[config.mk]
export PLATFORM = sky130hd
export DESIGN_NAME = reg_wb
export DESIGN_NICKNAME = d
export VERILOG_FILES = /design/src/rtl/reg_wb.sv
export SDC_FILE = /design/constraint.sdc
export NUM_CORES = 1
export LEC_CHECK = 0
export CORE_MARGIN = 2
export CORE_UTILIZATION = 53
export CTS_CLUSTER_SIZE = 12
export DETAILED_ROUTE_END_ITERATION = 10
export PLACE_DENSITY = 0.86
export SLEW_MARGIN = 10
export SYNTH_ARGS = -nofsm -noshare
export SYNTH_HDL_FRONTEND = slang
export SYNTH_SLANG_ARGS = --single-unit
[constraint.sdc]
create_clock -name CLK_WB -period 4.1 [get_ports CLK_WB]
set_clock_uncertainty 0.15 [all_clocks]
set_input_delay 0.82 -clock CLK_WB [delete_from_list [all_inputs] [get_ports CLK_WB]]
set_output_delay 0.82 -clock CLK_WB [all_outputs]
set_load 0.05 [all_outputs]
[src/rtl/reg_wb.sv]
// reg_wb: write-back end of the cpu15 register file.
// Holds REG_0..REG_7, accepts one result write per CLK_WB edge and keeps a
// per-register outstanding-write counter so fetch/decode can stall on RAW hazards.
module reg_wb #(
    parameter int unsigned           DATA_W    = 16,
    parameter int unsigned           CNT_W     = 2,
    parameter logic [DATA_W-1:0]     RESET_VAL = '0
) (
    input  logic              CLK_WB,
    input  logic              N_RESET,
    input  logic              ISSUE_EN,
    input  logic [2:0]        N_ISSUE_REG,
    input  logic              WB_EN,
    input  logic [2:0]        N_REG_IN,
    input  logic [DATA_W-1:0] REG_IN,
    output logic [DATA_W-1:0] REG_0,
    output logic [DATA_W-1:0] REG_1,
    output logic [DATA_W-1:0] REG_2,
    output logic [DATA_W-1:0] REG_3,
    output logic [DATA_W-1:0] REG_4,
    output logic [DATA_W-1:0] REG_5,
    output logic [DATA_W-1:0] REG_6,
    output logic [DATA_W-1:0] REG_7,
    output logic [7:0]        PENDING,
    output logic              OVF,
    output logic              UNF
);

    localparam logic [CNT_W-1:0] CNT_MAX = '1;

    logic [DATA_W-1:0] regs    [8];
    logic [CNT_W-1:0]  cnt     [8];
    logic [CNT_W-1:0]  cnt_nxt [8];
    logic [7:0]        pend_nxt;
    logic              ovf_set;
    logic              unf_set;

    // Next counter values and flag events for every register in parallel
    always_comb begin
        pend_nxt = '0;
        ovf_set  = 1'b0;
        unf_set  = 1'b0;
        for (int unsigned n = 0; n < 8; n++) begin
            logic inc;
            logic dec;
            inc        = ISSUE_EN && (N_ISSUE_REG == 3'(n));
            dec        = WB_EN && (N_REG_IN == 3'(n));
            cnt_nxt[n] = cnt[n];
            if (inc && !dec) begin
                if (cnt[n] == CNT_MAX) ovf_set = 1'b1;
                else                   cnt_nxt[n] = cnt[n] + 1'b1;
            end else if (dec && !inc) begin
                if (cnt[n] == '0) unf_set = 1'b1;
                else              cnt_nxt[n] = cnt[n] - 1'b1;
            end
            pend_nxt[n] = (cnt_nxt[n] != '0);
        end
    end

    // Register data write-back
    always_ff @(posedge CLK_WB or negedge N_RESET) begin
        if (!N_RESET) begin
            for (int unsigned n = 0; n < 8; n++) regs[n] <= RESET_VAL;
        end else if (WB_EN) begin
            regs[N_REG_IN] <= REG_IN;
        end
    end

    // Scoreboard counters, PENDING and sticky error flags
    always_ff @(posedge CLK_WB or negedge N_RESET) begin
        if (!N_RESET) begin
            for (int unsigned n = 0; n < 8; n++) cnt[n] <= '0;
            PENDING <= '0;
            OVF     <= 1'b0;
            UNF     <= 1'b0;
        end else begin
            for (int unsigned n = 0; n < 8; n++) cnt[n] <= cnt_nxt[n];
            PENDING <= pend_nxt;
            if (ovf_set) OVF <= 1'b1;
            if (unf_set) UNF <= 1'b1;
        end
    end

    assign REG_0 = regs[0];
    assign REG_1 = regs[1];
    assign REG_2 = regs[2];
    assign REG_3 = regs[3];
    assign REG_4 = regs[4];
    assign REG_5 = regs[5];
    assign REG_6 = regs[6];
    assign REG_7 = regs[7];

endmodule

; After elaboration in Yosys (flattened, before gate mapping)
; Cells that the tools add are included.
[totals]
reg_bits = 154
inputBits = 26
output_inout_bits = 138
[op_classes]
n_addsub = 16
n_lt_le_gt_ge = 2
eq_ne = 22
n_mux = 75
bitwise_logic = 1
n_reduce_logical = 67
[ops]
columns = cell, n
row1 = $bwmux 128, 1
row2 = $mux 2, 32
row3 = $demux 16 s3, 1
row4 = $mux 1, 40
row5 = $logic_and 1x1->1, 33
row6 = $eq 3x3->1 const B, 8
row7 = $add 2x1->2 const B, 8
row8 = $eq 2x2->1 const B, 8
row9 = $logic_not 1->1, 16
row10 = $logic_not 2->1, 8
row11 = $mux 16, 1
row12 = $reduce_bool 2->1, 8
row13 = $sub 2x1->2 const B, 8
row14 = $eq 3x2->1 const B, 4
row15 = $eq 3x1->1 const B, 2
row16 = $logic_not 3->1, 2
row17 = $ge 4x4->1 const B, 1
row18 = $lt 4x1->1 const B, 1
row19 = $not 3->4, 1

; Longest topological paths before layout
; Gate-level depths: netlist of the first run.
[logic_depth]
ltp_word = 27
ltp_mapped = 6

; Worst setup path before layout of the first run
; Ideal clock, no wire load.
[synth_path]
kind = in2reg
startpoint = input N_ISSUE_REG[2]
endpoint = register UNF
setup_ns = 0.138
arrival_ns = 2.188
required_time_ns = 3.812
slack_ns = 1.624
path_stages = 4
n_path_buf = 0
cell_sequence = and4bb_2 nor4_1 or4_1 or4_1
[synth_between]
elab_chain_cells = 27
elab_cells_between_ends = 63
cone_classes = 7 x eq/ne / 23 x mux / 33 x reduce/logical
[synth_lines]
columns = item, line
row1 = from (decl), 12  ; input logic [2:0] N_ISSUE_REG,
row2 = $logic_not 3->1, 46  ; inc = ISSUE_EN && (N_ISSUE_REG == 3'(n));
row3 = $logic_and 1x1->1, 46
row4 = $logic_not 1->1, 52  ; end else if (dec && !inc) begin
row5 = $logic_and 1x1->1, 52
row6 = $mux 1, 52
row7 = $mux 1, 49  ; if (inc && !dec) begin
row8 = $mux 1, 53  ; if (cnt[n] == '0) unf_set = 1'b1;
row9 = $mux 1, 52
row10 = [... 11 more ...], -
row11 = $mux 1, 52
row12 = $mux 1, 49
row13 = $mux 1, 53
row14 = $mux 1, 52
row15 = $mux 1, 49
row16 = $mux 1, 53
row17 = $mux 1, 52
row18 = $mux 1 (*), 49
row19 = to (signal assigned), 75  ; UNF <= 1'b0;
row20 = to (signal assigned), 80  ; if (unf_set) UNF <= 1'b1;
row21 = to (decl), 26  ; output logic UNF
; Mark *: on every way between the ends. The rest lies on a longest branch, timed or not.
; A chain may end at the register's enable or synchronous reset.

; Final worst setup path of the first run
[layout_path]
startpoint = input N_REG_IN[1]
endpoint = register PENDING[0]
[layout_between]
elab_chain_cells = 6
elab_cells_between_ends = 8
cone_classes = 2 x mux / 6 x reduce/logical
[layout_lines]
columns = item, line
row1 = from (decl), 14  ; input logic [2:0] N_REG_IN,
row2 = $logic_not 3->1 (*), 47  ; dec = WB_EN && (N_REG_IN == 3'(n));
row3 = $logic_and 1x1->1 (*), 47
row4 = $logic_and 1x1->1 / $logic_not 1->1 (equally long branches), "52, 49"
row5 = $mux 2 / $logic_and 1x1->1 (equally long branches), "52, 49"
row6 = $mux 2 (*), 49
row7 = $reduce_bool 2->1 (*), 56  ; pend_nxt[n] = (cnt_nxt[n] != '0);
row8 = named net pend_nxt[0], 34  ; logic [7:0] pend_nxt;
row9 = to (signal assigned), 78  ; PENDING <= pend_nxt;
row10 = to (decl), 24  ; output logic [7:0] PENDING,
; Mark *: on every way through the listed nets, which the timed path passes. The rest lies on a longest branch.

==> results_dict.tcl, run 1 <==
set metrics [dict create \
    clk_pin_slew_ns 0.06 \
    synth_top_cells_by_area "dfrtp_1 (61%), nand2_1 (12%), mux2_2 (12%)" \
    rr_startpoint "cnt[10]" \
    first_global_vias 5190 \
    path_max_fanout 20 \
    wl_mm 18.0 \
    core_area_mm2 0.0116 \
    path_class "input port to flip-flop" \
    hold_buffers 0 \
    synth_async_sr_flop_share 1.00 \
    p_leak_nw 3.97 \
    gp_congestion 0.869 \
    cp.depth 6 \
    synth-edff-count 0 \
    vias_per_cell 5.75 \
    start_util 0.548 \
    yosysTopAreaCell "dfrtp_1" \
    required_ns 4.23 \
    startpoint_type "input port" \
    ir_drop_v 0.000452 \
    final-hold-violation-count 0 \
    yosysSeqAreaShare 0.608 \
    r2r_setup_slack_ns 2.27 \
    postCtsSetupBuffers 0 \
    hpwl_mm 12.4 \
    finalSetupViolCount 0 \
    synth-main-ff-cell "dfrtp_1" \
    tightest_slew_ns 0.888 \
    dieHeight_um 113 \
    reg2regPathDepth 3 \
    relSlewSlack 0.408 \
    max_freq_mhz 328 \
    fin_util 0.759 \
    cp_slowest_cell "or4b_2" \
    cp.arrival_ns 3.18 \
    clk_latency_ns 0.42 \
    cts_resized 0 \
    hold_start "UNF" \
    grt_first_pass_wirelength_mm 28.2 \
    fin_nets 767 \
    crit_family "simple AND/OR/NAND/NOR gates" \
    ant_nets 0 \
    hold_end "UNF" \
    synth_top_area_share 0.608 \
    synth_nets 598 \
    drc 0 \
    clock_sinks 154 \
    root_buffer "clkbuf_16" \
    cts_max_level 4 \
    rows 39 \
    path_cells "clkdlybuf4s50_1 -> or4b_2 -> buf_4 -> and2_1 -> mux2_2 -> nand4b_1" \
    cp-end-kind "flip-flop" \
    drive_above_1_share 0.166 \
    final.period_utilization 0.744 \
    critical-path-max-stage-delay_ns 0.78 \
    area_delta_synth_final_pct 38.5 \
    setup_tns_ns 0 \
    power.density_mw_per_mm2 646 \
    routedWlPerCell_um 20.1 \
    grt_max_degree 100 \
    hold_path_class "flip-flop to flip-flop" \
    reg2reg_to "UNF" \
    vias 5150 \
    dr.pass1.iters 6 \
    synth_area_mm2 0.00634 \
    die_area_mm2 0.0128 \
    pin_count 164 \
    avgSynthCellArea_um2 11.1 \
    grt-ovfl-total 0 \
    port_buffers 163 \
    cts_tree "yes" \
    status "finished clean" \
    grt_util_all_layers 0.291 \
    synthCells 572 \
    rsz0062_at_grt "no" \
    path_buf_inv 2 \
    maxCapViolCount 0 \
    die_w_um 113 \
    hold_depth 1 \
    numCtsBuffers 17 \
    startpoint "N_REG_IN[1]" \
    drt_iter0_drc 437 \
    drv_slew 0 \
    ys_seq_elements 154 \
    clock_path_buffers 2 \
    antenna_found_initial 0 \
    synth_cell_types 39 \
    antennaDiodeCount 0 \
    yosysWarningCount 0 \
    period_needed_ns 3.05 \
]
-- cells by family after synthesis --
kind of cell    count (synthesis)  synth area share
simple gates                  280             0.209
xor+xnor                        5           0.00691
flops                         154             0.608
buf+inv                        32            0.0205
mux                            69             0.122
compound gates                 32            0.0332
-- registers in the layout, summed over array words and instances, names as in the netlist --
register	cells
PENDING	8
REG_0	16
UNF	1
REG_1	16
REG_4	16
REG_6	16
REG_3	16
REG_7	16
REG_2	16
OVF	1
cnt	16
REG_5	16
-- layer usage --
layer / GRT usage / up-vias / wire [um]
li1: - / 2270 / -
met1: 0.360 / 2617 / 7040
met2: 0.483 / 228 / 9030
met3: 0.0953 / 35 / 1520
met4: 0.105 / 0 / 394
met5: 0 / - / 0
-- how the worst max path moves through the flow --
| stage | end | slack (ns) |
|---|---|---|
| after floorplan | UNF | 1.62 |
| after global placement | PENDING[0] | 0.77 |
| after detailed placement | PENDING[0] | 0.66 |
| after CTS | PENDING[0] | 1.11 |
| after global routing | PENDING[0] | 0.98 |
| final | PENDING[0] | 1.05 |
-- report_power, final --
group / leakage (nW) / total (mW) / switching, mW / internal, mW
Clock: 0.278 / 1.52 / 0.606 / 0.911
Combinational: 1.84 / 2.08 / 1.39 / 0.690
Sequential: 1.85 / 2.07 / 0.235 / 1.84
-- metrics by stage --
stage	power, mW	instance area [um^2]	instances	worst slack [ns]	hold slack [ns]
global placement	4.09	8210	865	0.771	0.308
CTS	5.68	8780	896	1.11	0.325
detailed placement	4.15	8210	865	0.664	0.312
global route	5.86	8780	896	0.982	0.334
floorplan	3.35	6340	572	1.62	0.374
finish	5.67	8780	896	1.05	0.323
-- synth_stat cells (4+ instances only) --
cell type  count
dfrtp_1      154
nand4_1        8
mux2i_1        4
nand3_1        5
or2_2          5
o21ai_0       14
or4_1          4
nor2_1         4
mux2_2        65
nor3_1         9
nand2_1      205
o211ai_1       4
xnor2_1        4
buf_1          9
buf_2          5
clkbuf_1      15
and2_1        13
nor4_1         4
nand4b_1       5
-- final cells by class --
cell class,count,area (um^2)
clock buffers,21,450
clock inverters,10,118
fillers,723,2790
inverters,2,7.51
multi-input cells,386,2400
flip-flops and latches,154,3850
well taps,143,179
repair buffers,180,1770
-- cell usage in the layout, fill, tap and decap left out, drive strengths merged, types with 5 or more instances in the layout --
master	synthesis	routed
nand2	205	205
clkdlybuf4s50	0	162
dfrtp	154	154
mux2	65	65
clkbuf	15	21
buf	15	18
o21ai	14	14
and2	13	13
nor3	9	9
nand4	8	8
nand4b	5	5
or2	5	5
nand3	5	5
inv	2	5
Note: power is estimated with default switching activity, not from simulation.
==> run 2, diff against run 1 <==
CORE_UTILIZATION = 44   (was 53)
PLACE_DENSITY = 0.76   (was 0.86)
clock period = 2.6 ns   (was 4.1 ns; I/O delays follow)
==> run 2 against run 1 <==
Compared with the run above: via count is 0.95% lower; non-clock buffer count grew 17; first-iteration DRC count decreased by 44%; total power grew 59%; global-route usage shrank 3.5 points; combinational power rose by 58%; core utilization is 12 points lower; register-to-register slack got worse by 1.5 ns; flip-flop and latch count did not move; sequential power up 58%; worst hold slack better by 0.00088 ns; largest cell class unchanged; largest power group unchanged.
==> results_dict.tcl, run 2 (synthesized netlist as in run 1, its figures left out) <==
set metrics [dict create \
    first_global_vias 5339 \
    final.period_utilization 0.898 \
    final_common_cell "nand2_1" \
    wl_mm 18.5 \
    antenna_found_initial 0 \
    setup_tns_ns 0 \
    finalSetupViolCount 0 \
    p_leak_nw 4.05 \
    path_class "input port to flip-flop" \
    drive_above_1_share 0.182 \
    path_max_fanout 5 \
    power.density_mw_per_mm2 1000 \
    clk_pin_slew_ns 0.06 \
    cts_resized 0 \
    drt_iter0_drc 243 \
    routedWlPerCell_um 19.5 \
    reg2reg_to "UNF" \
    cp.arrival_ns 2.48 \
    pin_count 164 \
    root_buffer "clkbuf_16" \
    gp_congestion 0.892 \
    postCtsSetupBuffers 0 \
    hold_path_class "flip-flop to flip-flop" \
    core_area_mm2 0.0140 \
    start_util 0.453 \
    period_needed_ns 2.33 \
    fin_nets 784 \
    clock_sinks 154 \
    antennaDiodeCount 0 \
    cp-end-kind "flip-flop" \
    port_buffers 163 \
    vias 5101 \
    status "finished clean" \
    grt-ovfl-total 0 \
    grt_util_all_layers 0.256 \
    rows 43 \
    dieHeight_um 124 \
    die_area_mm2 0.0154 \
    most-common-layout-cells "nand2_1 (205), clkdlybuf4s50_1 (162), dfrtp_1 (154), mux2_2 (65), buf_4 (32)" \
    area_delta_synth_final_pct 41.4 \
    maxCapViolCount 0 \
    clock_path_buffers 2 \
    rr_startpoint "cnt[4]" \
    numCtsBuffers 17 \
    grt_max_degree 60 \
    grt_first_pass_wirelength_mm 29.1 \
    drv_slew 0 \
    relSlewSlack 0.607 \
    max_freq_mhz 429 \
    drc 0 \
    required_ns 2.74 \
    ir_drop_v 0.000580 \
    final-hold-violation-count 0 \
    crit_path_end "UNF" \
    r2r_setup_slack_ns 0.77 \
    clk_latency_ns 0.42 \
    startpoint_type "input port" \
    ant_nets 0 \
    cts_max_level 4 \
    placed_cell_area_mm2 0.00838 \
    stdcell_area_mm2 0.00896 \
    fin_cells 949 \
    startpoint "N_ISSUE_REG[0]" \
    placedCellCount 918 \
    hpwl_mm 13.1 \
    dr.pass1.iters 5 \
    tightest_slew_ns 0.587 \
    cts_tree "yes" \
    die_w_um 124 \
    reg2regPathDepth 3 \
    rsz0062_at_grt "no" \
    vias_per_cell 5.38 \
]
-- run 2: cell count changes in the layout (fill, tap and decap cells not counted), sizes merged --
cell and delta:
buf +16, clkbuf +2, inv -2, clkinv -1, dlygate4sd3 +1
-- run 2: routing by layer --
layer	share of wire	wire length, um	GRT usage
met1	0.41	7530	0.317
met2	0.49	9120	0.422
met3	0.084	1560	0.0865
met4	0.017	308	0.0878
met5	0	0	0
-- run 2: worst max-delay path: stages --
cell and delay, ns:
clkdlybuf4s50_1 0.49, buf_4 0.19, nor4b_4 0.30, nor4_1 0.08
or4_1 0.40, or4_1 0.50
-- run 2: final cells by class --
class                      instances  area [um^2]
clock buffer                      23          478
multi-input combinational        386         2400
inverter                           2         7.51
timing repair buffer             197         1900
clock inverter                     7         91.3
sequential                       154         3850
tap                              180          225
fill                            1117         5030
-- run 2: where the power goes --
part | internal, mW | total [mW] | switching (mW)
sequential | 2.89 | 3.27 | 0.373
combinational | 1.10 | 3.28 | 2.18
clock | 1.48 | 2.43 | 0.956
-- run 2: through the flow --
step	util	hold WS (ns)	worst slack (ns)	power, mW
final	0.640	0.324	0.266	8.98
after global routing	0.640	0.355	0.216	9.33
after CTS	0.640	0.326	0.266	9.02
after detailed placement	0.599	0.312	-0.153	6.58
after global placement	0.599	0.308	-0.107	6.49
after floorplan	-	0.0744	0.424	5.28
-- run 2: what timing repair did --
item                                    in CTS  in global routing
endpoints found under the hold margin       56                  0
endpoints found under the setup margin       0                  0
hold buffers                                 1                  0
-- run 2: how the worst min path moves through the flow --
stage | start | endpoint | cells after the start
2_1_floorplan | N_RESET | OVF | 0
3_3_place_gp | REG_0[8] | REG_0[8] | 2
3_5_place_dp | REG_1[12] | REG_1[12] | 2
4_1_cts | REG_1[12] | REG_1[12] | 2
5_1_grt | UNF | UNF | 1
6_report | REG_4[15] | REG_4[15] | 2
==> run 3, diff against run 2 <==
SKIP_LAST_GASP = 1   (was not set)
==> results of run 3 <==
The final DEF is identical to that of run 2; final timing and power are the same.
